### src/rtl/bus_rr_arbiter.sv
// Round-robin arbiter for a shared grant/address bus. Each tenure is capped at
// MAX_HOLD cycles and followed by a GAP cycle before the next arbitration.

module bus_rr_lane #(
    parameter int IDX = 0,
    parameter int OW  = 2
) (
    input  logic [OW-1:0] ptr,
    input  logic          req,
    output logic          hi
);
    // Set when this requester sits at or above the rotating priority pointer
    assign hi = req && (OW'(IDX) >= ptr);
endmodule

module bus_rr_arbiter #(
    parameter int N        = 4,
    parameter int AW       = 8,
    parameter int MAX_HOLD = 8
) (
    input  logic                 clk,
    input  logic                 rst_n,
    input  logic [N-1:0]         req,
    input  logic [N*AW-1:0]      adr_in,
    output logic [N-1:0]         gnt,
    output logic                 bus_gnt,
    output logic [AW-1:0]        bus_adr,
    output logic [$clog2(N)-1:0] owner
);
    localparam int OW = $clog2(N);
    localparam logic [7:0] HLAST = 8'(MAX_HOLD - 1);

    typedef enum logic [1:0] {IDLE, GRANT, GAP} state_t;

    state_t               state, state_d;
    logic [OW-1:0]        ptr, ptr_d, owner_d, win;
    logic [7:0]           hold_cnt, hold_d;
    logic [N-1:0]         gnt_d, hi;
    logic [AW-1:0]        adr_d;
    logic [N-1:0][AW-1:0] adr_v;

    assign adr_v   = adr_in;
    assign bus_gnt = |gnt;

    for (genvar i = 0; i < N; i++) begin : g_lane
        bus_rr_lane #(.IDX(i), .OW(OW)) u_lane (
            .ptr (ptr),
            .req (req[i]),
            .hi  (hi[i])
        );
    end

    // Lowest requester at/above ptr wins; otherwise wrap to the lowest overall
    always_comb begin
        win = '0;
        for (int i = N - 1; i >= 0; i--)
            if (req[i]) win = OW'(i);
        for (int i = N - 1; i >= 0; i--)
            if (hi[i]) win = OW'(i);
    end

    always_comb begin
        state_d = state;
        gnt_d   = gnt;
        adr_d   = bus_adr;
        owner_d = owner;
        ptr_d   = ptr;
        hold_d  = hold_cnt;
        case (state)
            IDLE: begin
                if (|req) begin
                    state_d = GRANT;
                    owner_d = win;
                    gnt_d   = N'(1) << win;
                    adr_d   = adr_v[win];
                    hold_d  = '0;
                end
            end
            GRANT: begin
                if (!req[owner] || hold_cnt == HLAST) begin
                    state_d = GAP;
                    gnt_d   = '0;
                    adr_d   = '0;
                    ptr_d   = (owner == OW'(N - 1)) ? '0 : owner + OW'(1);
                end else if (hold_cnt < HLAST) begin
                    hold_d = hold_cnt + 8'd1;
                end
            end
            GAP:     state_d = IDLE;
            default: state_d = IDLE;
        endcase
    end

    always_ff @(posedge clk or negedge rst_n) begin
        if (!rst_n) begin
            state    <= IDLE;
            gnt      <= '0;
            bus_adr  <= '0;
            owner    <= '0;
            ptr      <= '0;
            hold_cnt <= '0;
        end else begin
            state    <= state_d;
            gnt      <= gnt_d;
            bus_adr  <= adr_d;
            owner    <= owner_d;
            ptr      <= ptr_d;
            hold_cnt <= hold_d;
        end
    end
endmodule

### config.mk
export PLATFORM = sky130hd
export DESIGN_NAME = bus_rr_arbiter
export DESIGN_NICKNAME = d
export VERILOG_FILES = /design/src/rtl/bus_rr_arbiter.sv
export SDC_FILE = /design/constraint.sdc
export NUM_CORES = 1
export LEC_CHECK = 0
export BUFFER_PORTS_ARGS = -buffer_cell sky130_fd_sc_hd__buf_4
export CAP_MARGIN = 20
export CORE_UTILIZATION = 45
export CTS_CLUSTER_DIAMETER = 80
export DETAILED_ROUTE_END_ITERATION = 8
export PLACE_DENSITY_LB_ADDON = 0.12
export SLEW_MARGIN = 20
export SYNTH_ARGS = -nofsm -noshare
export SYNTH_HDL_FRONTEND = slang
export SYNTH_SLANG_ARGS = --single-unit
### constraint.sdc
create_clock -name clk -period 2.6 [get_ports clk]
set_input_delay 0.26 -clock clk [delete_from_list [all_inputs] [get_ports clk]]
set_output_delay 0.26 -clock clk [all_outputs]
set_load 0.005 [all_outputs]
==> impl_results.html, run 1 <==
<table>
<tr><th>Metric</th><th>Value</th></tr>
<tr><th colspan="2">Clock tree</th></tr>
<tr><td>Total of cells resized after clock tree synthesis</td><td>0</td></tr>
<tr><td>Clock latency of the later-clocked register in the worst-skew pair</td><td>0.33 ns</td></tr>
<tr><td>Clock Pin Slew Worst Setup and Hold Paths</td><td>0.15 ns</td></tr>
<tr><td>Clock root buffer</td><td>clkbuf_4</td></tr>
<tr><td>TritonCTS clock tree</td><td>yes</td></tr>
<tr><td>CTS H-tree lvls</td><td>1</td></tr>
<tr><td>Inserted Clock Buffers</td><td>3</td></tr>
<tr><td>Cts hold-fix bufs</td><td>1</td></tr>
<tr><td>Max Buffers Root-to-Sink</td><td>2</td></tr>
<tr><td>Post-CTS setup buffers</td><td>0</td></tr>
<tr><td>CTS sink cnt</td><td>26</td></tr>
<tr><th colspan="2">Route</th></tr>
<tr><td>Detailed route wirelength on metal2</td><td>1.97 mm</td></tr>
<tr><td>Via count</td><td>1444</td></tr>
<tr><td>Number of violations reported at the end of detailed-routing iteration 0</td><td>111</td></tr>
<tr><td>DR vias/cell</td><td>5.89</td></tr>
<tr><td>Met3 Wirelength</td><td>226 um</td></tr>
<tr><td>Drt first pass iters</td><td>4</td></tr>
<tr><td>WL final</td><td>3.92 mm</td></tr>
<tr><td>Routed Antenna Nets</td><td>0</td></tr>
<tr><td>DRC violations left</td><td>0</td></tr>
<tr><td>Wl on met1</td><td>1.68 mm</td></tr>
<tr><td>Detailed-route wire length per cell</td><td>16.0 um</td></tr>
<tr><td>Uppermost layer routed</td><td>met4</td></tr>
<tr><th colspan="2">Finish</th></tr>
<tr><td>Ratio of cells with drive above 1 in the final layout</td><td>33.7%</td></tr>
<tr><td>Diodes inserted</td><td>0</td></tr>
<tr><td>Count of fill cells added during filler insertion</td><td>296</td></tr>
<tr><td>Sequential cell area</td><td>651 um2</td></tr>
<tr><td>Design Area, Final</td><td>2030 um2</td></tr>
<tr><td>Net total in the final layout</td><td>240</td></tr>
<tr><td>Area taken by multi-input logic gates</td><td>835 um2</td></tr>
<tr><td>Syn-to-layout area delta</td><td>29.9%</td></tr>
<tr><th colspan="2">Floorplan</th></tr>
<tr><td>Placeable Area</td><td>3340 um2</td></tr>
<tr><td>Count of standard-cell rows</td><td>21</td></tr>
<tr><td>Initial cell density of the core</td><td>46.8%</td></tr>
<tr><td>DIE AREA</td><td>3710 um2</td></tr>
<tr><td>Horizontal die dimension</td><td>60.9 um</td></tr>
<tr><td>Die span in y</td><td>60.9 um</td></tr>
<tr><td>Count of pins on the block boundary</td><td>53</td></tr>
<tr><th colspan="2">Timing</th></tr>
<tr><td>RSZ-0062 raised after global routing</td><td>no</td></tr>
<tr><td>Number of endpoints failing setup at the final stage</td><td>0</td></tr>
<tr><td>Transition time of the tightest slew-check pin</td><td>1.01 ns</td></tr>
<tr><td>TNS Setup</td><td>0 ns</td></tr>
<tr><td>Endpoints failing hold</td><td>0</td></tr>
<tr><td>Ratio of final minimum period to clock period</td><td>81.8%</td></tr>
<tr><td>Layout Skew</td><td>0.00836 ns</td></tr>
<tr><td>Max-slew violation total from the final report</td><td>0</td></tr>
<tr><td>Clock period minus worst slack</td><td>2.13 ns</td></tr>
<tr><td>Slew headroom</td><td>32.5%</td></tr>
<tr><td>Maximum achievable frequency</td><td>470 MHz</td></tr>
<tr><td>Final setup slack of the worst path</td><td>0.474 ns</td></tr>
<tr><td>Post-route worst hold slack</td><td>0.240 ns</td></tr>
<tr><th colspan="2">GRT</th></tr>
<tr><td>Number of global-route vias before repair</td><td>1376</td></tr>
<tr><td>Combined global-route utilization of all metal layers</td><td>22.7%</td></tr>
<tr><td>Largest net degree at the start of global routing</td><td>27</td></tr>
<tr><td>Number of antenna violations at the first check in global routing</td><td>0</td></tr>
<tr><td>First-pass GRT wire length</td><td>6.21 mm</td></tr>
<tr><td>Global route overflow</td><td>0</td></tr>
<tr><th colspan="2">Setup path</th></tr>
<tr><td>Chain of cells forming the critical path</td><td>or4_1 &gt; o31ai_2 &gt; a21oi_1 &gt; a22o_1</td></tr>
<tr><td>Endpoint required time on the critical path</td><td>2.83 ns</td></tr>
<tr><td>Startpoint Class</td><td>flop</td></tr>
<tr><td>Worst stage delay on the critical path</td><td>0.57 ns</td></tr>
<tr><td>Cell type of the slowest stage on the worst timing path</td><td>or4_1</td></tr>
<tr><td>CP endpoint kind</td><td>flop</td></tr>
<tr><td>Category of the most critical setup path</td><td>flop to flop</td></tr>
<tr><td>Worst path arrival time</td><td>2.36 ns</td></tr>
<tr><td>Maximum fanout along the worst path</td><td>12</td></tr>
<tr><th colspan="2">Yosys</th></tr>
<tr><td>EDFF count, synth</td><td>0</td></tr>
<tr><td>Post-synthesis sequential element count</td><td>26</td></tr>
<tr><td>Number of library cell types mapped by synthesis</td><td>41</td></tr>
<tr><td>Ys flop type</td><td>dfrtp_1</td></tr>
<tr><td>Mean area per synthesized cell</td><td>10.5 um2</td></tr>
<tr><td>Cell type contributing the most total cell area after synthesis</td><td>dfrtp_1</td></tr>
<tr><td>Most area-consuming cells after synthesis</td><td>dfrtp_1 42%, a22o_1 5.6%, or4b_1 5.1%</td></tr>
<tr><td>Portion of the post-synthesis area used by sequential elements</td><td>41.6%</td></tr>
<tr><td>Synth warn</td><td>0</td></tr>
<tr><td>Ys async rst share</td><td>100%</td></tr>
<tr><td>Synthesized netlist net count</td><td>189</td></tr>
<tr><td>Netlist area before placement</td><td>1560 um2</td></tr>
<tr><td>Top-area cell type share of the netlist area</td><td>41.6%</td></tr>
<tr><td>Instance count of the mapped netlist</td><td>149</td></tr>
<tr><th colspan="2">Pwr</th></tr>
<tr><td>Total power</td><td>2.12 mW</td></tr>
<tr><td>P_leak</td><td>0.951 nW</td></tr>
<tr><td>Cell Pwr Density</td><td>1040 nW/um2</td></tr>
<tr><td>Worst ir drop on vdd</td><td>0.659 mV</td></tr>
<tr><th colspan="2">Run status</th></tr>
<tr><td>Result of the run</td><td>completed</td></tr>
<tr><th colspan="2">Placed design</th></tr>
<tr><td>Worst slack at placement</td><td>0.394 ns</td></tr>
<tr><td>Number of buffers inserted by port buffering</td><td>52</td></tr>
<tr><td>Placed inst area</td><td>1970 um2</td></tr>
<tr><td>GPL Wtd Cong</td><td>0.815</td></tr>
<tr><td>Detailed placer's ending HPWL</td><td>2.79 mm</td></tr>
<tr><th colspan="2">Flow run</th></tr>
<tr><td>Max-cap violation count</td><td>0</td></tr>
<tr><th colspan="2">Worst hold path</th></tr>
<tr><td>Type of the worst min-delay path</td><td>input port to flop</td></tr>
</table>
-- area by class of cell --
cell class | count | area share [%]
Multi-Input combinational cell | 110 | 41.1
Sequential cell | 26 | 32.1
Timing Repair Buffer | 56 | 20.8
Tap cell | 46 | 2.84
Clock inverter | 1 | 1.48
Clock buffer | 3 | 1.11
Inverter | 3 | 0.555
-- metrics by stage --
| step | cells | utilization [%] |
|---|---|---|
| 6_report | 245 | 60.8 |
| 5_1_grt | 245 | 60.8 |
| 4_1_cts | 245 | 60.8 |
| 3_5_place_dp | 240 | 58.9 |
| 3_3_place_gp | 240 | 58.9 |
| 2_1_floorplan | 149 | - |
-- final timing paths --
| path | start | end | slack (ns) | depth (start not counted) |
|---|---|---|---|---|
| max reg2reg | hold_cnt[4]$_DFFE_PN0P_ | bus_adr[3]$_DFFE_PN0P_ | 0.47 | 4 |
| min | adr_in[10] | bus_adr[2]$_DFFE_PN0P_ | 0.24 | 3 |
| max | hold_cnt[4]$_DFFE_PN0P_ | bus_adr[3]$_DFFE_PN0P_ | 0.47 | 4 |
| max in group asynchronous | rst_n | ptr[0]$_DFFE_PN0P_ | 2.00 | 2 |
| min reg2reg | gnt[0]$_DFFE_PN0P_ | gnt[0]$_DFFE_PN0P_ | 0.52 | 2 |
| min in group asynchronous | rst_n | bus_adr[1]$_DFFE_PN0P_ | 0.34 | 2 |
-- per-layer routing --
| metal | GRT usage (%) | vias to the layer above |
|---|---|---|
| met5 | 0 | - |
| met4 | 8.44 | 0 |
| met3 | 2.35 | 5 |
| met2 | 37.5 | 56 |
| met1 | 31.0 | 692 |
| li1 | - | 691 |
-- critical path: cells and delay by family (launching register included) --
kind | cells | cell delay [ns]
DFF | 1 | 0.42
and+or+nand+nor | 1 | 0.57
AOI/OAI and AO/OA | 3 | 1.03
-- state kept, by name, indices dropped and copies added (netlist names) --
name,count
state,2
ptr,2
bus_adr,8
hold_cnt,8
owner,2
gnt,4
-- report_power, final --
part / switching (mW) / internal (mW)
Combinational: 0.581 / 0.561
Clock: 0.128 / 0.156
Sequential: 0.141 / 0.553
-- kinds of logic after synthesis --
| family | Yosys count | synth area share [%] |
|---|---|---|
| and+or+nand+nor | 62 | 26.2 |
| AOI/OAI and AO/OA | 44 | 23.5 |
| DFF | 26 | 41.6 |
| buffers and inverters | 13 | 4.96 |
| muxes | 2 | 2.16 |
| adders and majority gates | 2 | 1.60 |
-- cells in the mapped netlist (2+ instances only) --
master,count
a211o_1,8
nor2_1,4
o221ai_1,8
nor2b_1,4
inv_1,3
ha_1,2
buf_6,2
or4_1,2
buf_2,5
a22o_1,10
o41ai_1,4
buf_4,2
dfrtp_1,26
a21oi_1,3
a21o_1,2
nor3b_1,8
nand2_1,19
or4b_1,8
o21ai_0,2
nor2_2,2
nor4_1,2
and2_1,4
-- cells in the final DEF, fill, tap and decap left out, drive strengths merged, types with 2 or more instances in the layout --
master  synthesis  final
buf             9     55
dfrtp          26     26
nand2          19     19
a22o           10     10
nor3b           8      8
a211o           8      8
or4b            8      8
o221ai          8      8
nor2            6      6
nor2b           4      4
o41ai           4      4
and2            4      4
inv             3      3
a21oi           3      3
clkbuf          1      3
nor4            3      3
or4             2      2
o21ai           2      2
a21o            2      2
ha              2      2
nor3            2      2
o31ai           2      2
(Power assumes the default switching activity.)
==> run 2: changes to the inputs <==
==> constraint.sdc (replaced) <==
create_clock -name clk -period 1.9 [get_ports clk]
set_input_delay 0.19 -clock clk [delete_from_list [all_inputs] [get_ports clk]]
set_output_delay 0.19 -clock clk [all_outputs]
set_load 0.005 [all_outputs]
==> run 2 against run 1 <==
  * Wire length increased by 2.2%
  * Critical endpoint is now bus_adr[6]$_DFFE_PN0P_
  * Largest cell class unchanged
  * First-iteration DRC count is 49% lower
  * Hold slack worse by 0.053 ns
  * Utilization up 3.5 points
  * Sequential power grew 33%
  * Sequential cell count stayed put
  * Cell count rose by 4.9%
  * Fmax increased by 16%
  * Via count rose by 1.2%
==> impl_results.html, run 2 (same netlist as run 1, synthesis figures left out) <==
<table>
<tr><th>Metric</th><th>Value</th></tr>
<tr><th colspan="2">Floorplan</th></tr>
<tr><td>Horizontal die dimension</td><td>60.9 um</td></tr>
<tr><td>Placeable Area</td><td>3340 um2</td></tr>
<tr><td>Count of standard-cell rows</td><td>21</td></tr>
<tr><td>Count of pins on the block boundary</td><td>53</td></tr>
<tr><td>Die span in y</td><td>60.9 um</td></tr>
<tr><td>Initial cell density of the core</td><td>46.8%</td></tr>
<tr><td>DIE AREA</td><td>3710 um2</td></tr>
<tr><th colspan="2">GRT</th></tr>
<tr><td>Combined global-route utilization of all metal layers</td><td>22.1%</td></tr>
<tr><td>Number of global-route vias before repair</td><td>1344</td></tr>
<tr><td>Largest net degree at the start of global routing</td><td>30</td></tr>
<tr><td>Number of antenna violations at the first check in global routing</td><td>0</td></tr>
<tr><td>First-pass GRT wire length</td><td>6.06 mm</td></tr>
<tr><td>Global route overflow</td><td>0</td></tr>
<tr><th colspan="2">Setup path</th></tr>
<tr><td>Maximum fanout along the worst path</td><td>29</td></tr>
<tr><td>CP endpoint kind</td><td>flop</td></tr>
<tr><td>Worst path arrival time</td><td>2.08 ns</td></tr>
<tr><td>Endpoint required time on the critical path</td><td>2.15 ns</td></tr>
<tr><td>Worst stage delay on the critical path</td><td>0.47 ns</td></tr>
<tr><td>Chain of cells forming the critical path</td><td>or3_1 &gt; buf_12 &gt; or4b_1 &gt; o221ai_1 &gt; a22o_1</td></tr>
<tr><td>Cell type of the slowest stage on the worst timing path</td><td>dfrtp_2</td></tr>
<tr><td>Startpoint Class</td><td>flop</td></tr>
<tr><td>Category of the most critical setup path</td><td>flop to flop</td></tr>
<tr><th colspan="2">Finish</th></tr>
<tr><td>Count of fill cells added during filler insertion</td><td>293</td></tr>
<tr><td>Diodes inserted</td><td>0</td></tr>
<tr><td>Finished Layout Cells</td><td>257</td></tr>
<tr><td>Net total in the final layout</td><td>253</td></tr>
<tr><td>Most common library cell in the layout ignoring fill and taps</td><td>buf_4</td></tr>
<tr><td>Ratio of cells with drive above 1 in the final layout</td><td>41.2%</td></tr>
<tr><td>Commonest cells after routing, fill and taps aside</td><td>67 x buf_4, 25 x dfrtp_1, 19 x nand2_1</td></tr>
<tr><td>Design Area, Final</td><td>2150 um2</td></tr>
<tr><td>Largest registers</td><td>bus_adr: 8 flops, hold_cnt: 8 flops, gnt: 4 flops</td></tr>
<tr><td>Syn-to-layout area delta</td><td>37.4%</td></tr>
<tr><th colspan="2">Route</th></tr>
<tr><td>DR vias/cell</td><td>5.69</td></tr>
<tr><td>DRC violations left</td><td>0</td></tr>
<tr><td>Drt first pass iters</td><td>4</td></tr>
<tr><td>WL final</td><td>4.01 mm</td></tr>
<tr><td>Via count</td><td>1462</td></tr>
<tr><td>Number of violations reported at the end of detailed-routing iteration 0</td><td>57</td></tr>
<tr><td>Routed Antenna Nets</td><td>0</td></tr>
<tr><td>Detailed-route wire length per cell</td><td>15.6 um</td></tr>
<tr><th colspan="2">Clock tree</th></tr>
<tr><td>TritonCTS clock tree</td><td>yes</td></tr>
<tr><td>Clock Pin Slew Worst Setup and Hold Paths</td><td>0.14 ns</td></tr>
<tr><td>Clock root buffer</td><td>clkbuf_4</td></tr>
<tr><td>CTS H-tree lvls</td><td>1</td></tr>
<tr><td>CTS sink cnt</td><td>26</td></tr>
<tr><td>Clock latency of the later-clocked register in the worst-skew pair</td><td>0.31 ns</td></tr>
<tr><td>Max Buffers Root-to-Sink</td><td>2</td></tr>
<tr><td>Inserted Clock Buffers</td><td>3</td></tr>
<tr><th colspan="2">Pwr</th></tr>
<tr><td>Cell Pwr Density</td><td>1390 nW/um2</td></tr>
<tr><td>Worst ir drop on vdd</td><td>0.732 mV</td></tr>
<tr><td>P_leak</td><td>1.01 nW</td></tr>
<tr><td>Total power</td><td>2.97 mW</td></tr>
<tr><th colspan="2">Placed design</th></tr>
<tr><td>Detailed placer's ending HPWL</td><td>2.90 mm</td></tr>
<tr><td>Worst slack at placement</td><td>-0.0328 ns</td></tr>
<tr><td>GPL Wtd Cong</td><td>0.832</td></tr>
<tr><td>Number of buffers inserted by port buffering</td><td>52</td></tr>
<tr><td>Placed inst area</td><td>2080 um2</td></tr>
<tr><td>Number of cells after detailed placement</td><td>253</td></tr>
<tr><th colspan="2">Run status</th></tr>
<tr><td>Result of the run</td><td>completed</td></tr>
<tr><th colspan="2">Timing</th></tr>
<tr><td>Post-route worst hold slack</td><td>0.186 ns</td></tr>
<tr><td>Clock period minus worst slack</td><td>1.83 ns</td></tr>
<tr><td>Slew headroom</td><td>49.3%</td></tr>
<tr><td>Transition time of the tightest slew-check pin</td><td>0.756 ns</td></tr>
<tr><td>Endpoints failing hold</td><td>0</td></tr>
<tr><td>Max-slew violation total from the final report</td><td>0</td></tr>
<tr><td>Ratio of final minimum period to clock period</td><td>96.4%</td></tr>
<tr><td>Final setup slack of the worst path</td><td>0.0681 ns</td></tr>
<tr><td>Maximum achievable frequency</td><td>546 MHz</td></tr>
<tr><td>Layout Skew</td><td>0.0124 ns</td></tr>
<tr><td>Number of endpoints failing setup at the final stage</td><td>0</td></tr>
<tr><th colspan="2">Flow run</th></tr>
<tr><td>Max-cap violation count</td><td>0</td></tr>
<tr><th colspan="2">Worst hold path</th></tr>
<tr><td>Type of the worst min-delay path</td><td>input port to flop</td></tr>
</table>
[run 2: changes by cell type in the layout (fill, tap and decap cells not counted), sizes merged]
cell    change
bufinv      -1
buf        +13
[run 2: what timing repair did]
action | in CTS | in global routing
gates cloned | 0 | 0
endpoints found under the setup margin | 8 | 12
setup buffers | 0 | 0
hold buffers | 1 | 0
resized for setup | 2 | 8
hold endpoints to repair | 26 | 0
pin swaps | 0 | 2
[run 2: worst max-delay path: cells and delay by family (launching register included)]
family	cells	cell delay, ns
AOI/OAI and AO/OA	2	0.26
buffers and inverters	1	0.18
DFF	1	0.47
and+or+nand+nor	2	0.87
[run 2: worst paths after layout]
check	from	endpoint	slack (ns)	cells after the start
max reg2reg	state[1]$_DFFE_PN0P_	bus_adr[6]$_DFFE_PN0P_	0.07	5
min in group asynchronous	rst_n	bus_adr[3]$_DFFE_PN0P_	0.31	2
min	adr_in[11]	bus_adr[3]$_DFFE_PN0P_	0.19	3
max in group asynchronous	rst_n	state[1]$_DFFE_PN0P_	1.33	2
max	state[1]$_DFFE_PN0P_	bus_adr[6]$_DFFE_PN0P_	0.07	5
min reg2reg	gnt[2]$_DFFE_PN0P_	gnt[2]$_DFFE_PN0P_	0.52	2
[run 2: cell type report]
type,count,area [um2],area share (%)
Timing Repair Buffer,69,533,24.8
Sequential cell,26,652,30.4
Inverter,3,11.3,0.524
Clock buffer,3,22.5,1.05
Tap cell,46,57.6,2.68
Multi-Input combinational cell,110,871,40.6
[run 2: routing by layer]
layer / wire, um / global-route usage, % / vias up / share of wire [%]
met5: 0 / 0 / - / 0
met4: 49 / 8.12 / 0 / 1.2
met3: 141 / 2.13 / 4 / 3.5
met2: 2010 / 38.5 / 41 / 50
met1: 1800 / 28.5 / 712 / 45
li1: - / - / 705 / -
[run 2: power breakdown]
part	internal (mW)	switching, mW
sequential	0.758	0.162
combinational	0.951	0.878
clock	0.0741	0.151
total	1.78	1.19
[run 2: stage by stage]
step,TNS (ns),util (%)
global route,-0.0493,64.3
finish,0,64.3
CTS,0,63.4
floorplan,0,-
detailed placement,-0.0558,62.2
global placement,-0.0000310,62.2
